[src/rtl/alu_pkg.sv]
// Shared ALU definitions: modulo-unit FSM states and ALU op-code constants.
package alu_pkg;

  typedef enum logic {
    IDLE = 1'b0,
    CALC = 1'b1
  } mod_state_e;

  localparam logic [2:0] ALU_OP_AND = 3'b000;
  localparam logic [2:0] ALU_OP_OR  = 3'b001;
  localparam logic [2:0] ALU_OP_XOR = 3'b010;
  localparam logic [2:0] ALU_OP_MOD = 3'b111;

endpackage

[src/rtl/mod_step.sv]
// One restoring-division iteration: shift in the next dividend bit and
// conditionally subtract the divisor.
module mod_step #(
  parameter int WIDTH = 32
) (
  input  logic [WIDTH-1:0] rem,
  input  logic             dvd_msb,
  input  logic [WIDTH-1:0] div,
  output logic [WIDTH-1:0] rem_next,
  output logic             q_bit
);

  logic [WIDTH:0] rem_sh;

  always_comb begin
    rem_sh   = {rem, dvd_msb};
    q_bit    = 1'b0;
    rem_next = rem_sh[WIDTH-1:0];
    if (rem_sh >= {1'b0, div}) begin
      q_bit    = 1'b1;
      // true difference is below div, so the low WIDTH bits are exact
      rem_next = rem_sh[WIDTH-1:0] - div;
    end
  end

endmodule

[src/rtl/mod_32bit.sv]
// Sequential unsigned A mod B (and A / B), one quotient bit per clock.
// Optional build macro MOD_EARLY_EXIT_EN finishes in one cycle when A < B.
//
// state | meaning
// IDLE  | waiting for start; done may pulse here for one cycle
// CALC  | shift-subtract iterations (or one-cycle zero/early exit)
module mod_32bit
  import alu_pkg::*;
#(
  parameter int WIDTH = 32
) (
  input  logic             clk,
  input  logic             rst_n,
  input  logic             start,
  input  logic [WIDTH-1:0] A,
  input  logic [WIDTH-1:0] B,
  output logic [WIDTH-1:0] result,
  output logic [WIDTH-1:0] quotient,
  output logic             busy,
  output logic             done,
  output logic             div_zero
);

  localparam int              CW   = $clog2(WIDTH) + 1;
  localparam logic [CW-1:0]   LAST = CW'(WIDTH - 1);

  mod_state_e       state, state_next;
  logic [WIDTH-1:0] dvd, div, rem, q;
  logic [CW-1:0]    cnt;
  logic [WIDTH-1:0] rem_next;
  logic             q_bit;
  logic             accept, finish, zero_exit, early_exit;

  mod_step #(.WIDTH(WIDTH)) u_step (
    .rem      (rem),
    .dvd_msb  (dvd[WIDTH-1]),
    .div      (div),
    .rem_next (rem_next),
    .q_bit    (q_bit)
  );

  always_ff @(posedge clk or negedge rst_n) begin
    if (!rst_n) state <= IDLE;
    else        state <= state_next;
  end

  always_comb begin
    state_next = state;
    accept     = 1'b0;
    // div is fixed for the whole operation, so checking it every CALC cycle
    // only ever fires on the first one
    zero_exit  = (state == CALC) && (div == '0);
`ifdef MOD_EARLY_EXIT_EN
    early_exit = (state == CALC) && (cnt == '0) && (div != '0) && (dvd < div);
`else
    early_exit = 1'b0;
`endif
    finish     = (state == CALC) && (zero_exit || early_exit || (cnt == LAST));
    case (state)
      IDLE: begin
        accept = start;
        if (start) state_next = CALC;
      end
      CALC: begin
        if (finish) state_next = IDLE;
      end
      default: state_next = IDLE;
    endcase
  end

  assign busy = (state == CALC);

  always_ff @(posedge clk or negedge rst_n) begin
    if (!rst_n) begin
      dvd      <= '0;
      div      <= '0;
      rem      <= '0;
      q        <= '0;
      cnt      <= '0;
      result   <= '0;
      quotient <= '0;
      done     <= 1'b0;
      div_zero <= 1'b0;
    end else begin
      done <= 1'b0;
      if (accept) begin
        dvd      <= A;
        div      <= B;
        rem      <= '0;
        q        <= '0;
        cnt      <= '0;
        div_zero <= 1'b0;
      end else if (state == CALC) begin
        if (zero_exit) begin
          result   <= dvd;
          quotient <= '1;
          div_zero <= 1'b1;
          done     <= 1'b1;
        end else if (early_exit) begin
          result   <= dvd;
          quotient <= '0;
          done     <= 1'b1;
        end else begin
          rem <= rem_next;
          dvd <= {dvd[WIDTH-2:0], 1'b0};
          q   <= {q[WIDTH-2:0], q_bit};
          cnt <= cnt + 1'b1;
          if (cnt == LAST) begin
            result   <= rem_next;
            quotient <= {q[WIDTH-2:0], q_bit};
            done     <= 1'b1;
          end
        end
      end
    end
  end

endmodule

[config.mk]
export PLATFORM = sky130hd
export DESIGN_NAME = mod_32bit
export DESIGN_NICKNAME = d
export VERILOG_FILES = /design/src/rtl/alu_pkg.sv /design/src/rtl/mod_step.sv /design/src/rtl/mod_32bit.sv
export SDC_FILE = /design/constraint.sdc
export NUM_CORES = 1
export LEC_CHECK = 0
export ABC_AREA = 1
export CAP_MARGIN = 30
export CORE_ASPECT_RATIO = 0.9
export CORE_MARGIN = 4
export CORE_UTILIZATION = 55
export DETAILED_ROUTE_END_ITERATION = 6
export PLACE_DENSITY = 0.79
export SKIP_CTS_REPAIR_TIMING = 1
export SYNTH_ARGS = -nofsm -noshare
export SYNTH_HDL_FRONTEND = slang
export SYNTH_SLANG_ARGS = --single-unit
[constraint.sdc]
create_clock -name clk -period 3.1 [get_ports clk]
set_input_delay 0.775 -clock clk [delete_from_list [all_inputs] [get_ports clk]]
set_output_delay 0.775 -clock clk [all_outputs]
set_load 0.01 [all_outputs]
==> results.json <==
{
  "status": "complete, no violations",
  "ys_seq_area_share_pct": 45.1,
  "detail_route.vias_per_cell": 5.42,
  "maxSlewHeadroom_pct": 56.0,
  "crit_fanout": 32,
  "rows": 49,
  "dpl.hpwl_mm": 24.7,
  "wl_per_cell_um": 17.6,
  "grt_use_total_pct": 29.6,
  "die_area_mm2": 0.0225,
  "rr_worst_depth": 11,
  "port_buffers": 133,
  "synth_cells": 1503,
  "min_period_ns": 2.76,
  "ff2ff_setup_slack_ns": 0.34,
  "setup_tns_ns": 0,
  "worstPathArrival_ns": 3.09,
  "p_leak_nw": 6.86,
  "total_power_w": 0.0102,
  "skew_ns": 0.0116,
  "layout_commonest_cell": "nand2_1",
  "drive_gt1_share_pct": 6.45,
  "final_cell_mix": "nand2_1, inv_1, dfrtp_1, clkdlybuf4s50_1, nand3_1",
  "cts_tree": "yes",
  "setup_viol": 0,
  "drt_pass1_iterations": 7,
  "synth_cell_types": 40,
  "drv_cap": 0,
  "ctsHtreeMaxLevel": 4,
  "post-route-period-util_pct": 88.9,
  "clk_latency_ns": 0.45,
  "start_kind": "flip-flop",
  "end_kind": "flip-flop",
  "critical_path_class": "reg2reg",
  "nets": 1716,
  "initial_core_util_pct": 55.7,
  "antenna_cells": 0,
  "vdd_drop_max_v": 0.000461,
  "p_per_area_mw_per_mm2": 770,
  "cts_inserted_buffers": 17,
  "slew_viol_final": 0,
  "rsz0062_at_grt": "no",
  "area_growth_pct": 19.7,
  "tightest_slew_ns": 0.659,
  "hold_violations": 0,
  "dieWidth_um": 158,
  "drc": 0,
  "netlist_area_mm2": 0.0111,
  "grt_max_degree": 98,
  "fmax_mhz": 363,
  "core_region_area_mm2": 0.0199,
  "routabilityCongestion": 0.948,
  "ios": 134,
  "clkSlewWorstSetupHoldPaths_ns": 0.09,
  "syn-num-nets": 1604,
  "holdCritPathClass": "in2async",
  "r2r-end": "result[29]",
  "antenna_found_initial": 0,
  "yosysWarningCount": 0,
  "num_vias": 10200,
  "drt-initial-drc-count": 962,
  "grt_first_pass_wirelength_mm": 52.2,
  "overflow": 0,
  "dieHeight_um": 143,
  "clock-sinks": 200,
  "grt_pass1_vias": 9585,
  "synth-seq-cells": 200,
  "cts_max_path_buffers": 2,
  "synth.avg_cell_area_um2": 7.38,
  "clockRootBuffer": "clkbuf_16",
  "drt-total-wl_mm": 33.1,
  "worstPathRequired_ns": 3.43,
  "antenna_left": 0,
  "r2r_start": "rem[21]"
}
## flip-flops by register name (all words and copies together), names as in the netlist
register	count
result	32
quotient	32
rem	32
q	31
dvd	32
div_zero	1
div	32
done	1
busy	1
cnt	6
## power by group
part           total (W)  internal (W)  switching [W]  leakage, nW
Clock            0.00246       0.00121        0.00125        0.315
Combinational    0.00436       0.00143        0.00293         4.03
Sequential       0.00340       0.00306       0.000336         2.52
## metrics by stage
| step | setup WS, ns | util [%] | instances | area, um2 | hold WS (ns) |
|---|---|---|---|---|---|
| final | 0.344 | 66.6 | 1883 | 13300 | 0.300 |
| after global routing | 0.207 | 66.6 | 1883 | 13300 | 0.311 |
| after CTS | 0.377 | 66.6 | 1883 | 13300 | 0.317 |
| after detailed placement | 0.407 | 63.4 | 1851 | 12600 | 0.486 |
| after global placement | 0.409 | 63.4 | 1851 | 12600 | 0.475 |
| after floorplan | 0.956 | - | 1503 | 11100 | 0.462 |
## worst max-delay path, stage by stage (launching register included)
cell     delay (ns)
dfrtp_1        0.46
ha_1           0.40
nand2_1        0.11
nand2_1        0.08
a21oi_1        0.39
a21oi_2        0.11
nor2_2         0.22
nand2_4        0.14
inv_4          0.34
nand2_1        0.13
nand3_1        0.19
nand2_1        0.07
## routing by layer
metal	up-vias	routed length, um	part of all wire [%]	global-route usage, %
met2	381	14700	44	44.3
li1	4943	-	-	-
met5	-	0	0	0
met4	0	686	2.1	7.51
met1	4824	15400	47	45.5
met3	50	2290	6.9	4.45
## cell type report
cell class	instances	area, um2
Timing Repair Buffer	149	1510
Clock buffer	17	425
Sequential cell	200	5000
Tap cell	255	319
Multi-Input combinational cell	995	4850
Fill cell	1702	6650
Inverter	252	948
Clock inverter	15	224
## cells in the mapped netlist (all sizes together)
cell / number / area, um2
nand2: 508 / 1960
inv: 252 / 948
dfrtp: 200 / 5000
nand3: 115 / 586
nor2: 87 / 367
o21ai: 81 / 405
a21oi: 54 / 274
buf: 38 / 239
ha: 33 / 413
o22ai: 32 / 200
a22oi: 29 / 218
clkbuf: 18 / 67.6
xor2: 11 / 96.3
nand4: 10 / 62.6
and2: 7 / 43.8
nor3: 7 / 40.0
nand3b: 5 / 37.5
xnor2: 4 / 35.0
o21bai: 3 / 22.5
a22o: 2 / 17.5
or2: 2 / 12.5
a21o: 1 / 7.51
fa: 1 / 20.0
nor3b: 1 / 7.51
nor4: 1 / 6.26
o211ai: 1 / 7.51
## worst max path at each step
| stage | to | from |
|---|---|---|
| after floorplan | result[16] | dvd[31] |
| after global placement | result[21] | rem[21] |
| after detailed placement | result[29] | rem[21] |
| after CTS | result[29] | rem[21] |
| after global routing | result[21] | rem[21] |
| final | result[29] | rem[21] |
## cell families after synthesis
logic type / count (synthesis) / synth area share, %
DFF: 200 / 45.1
xor gates and xnor gates: 15 / 1.18
AOI/OAI and AO/OA: 203 / 10.4
buffers and inverters: 308 / 11.3
and+or+nand+nor: 743 / 28.1
adders and majority gates: 34 / 3.90
Power figures use the tool's default switching activity.
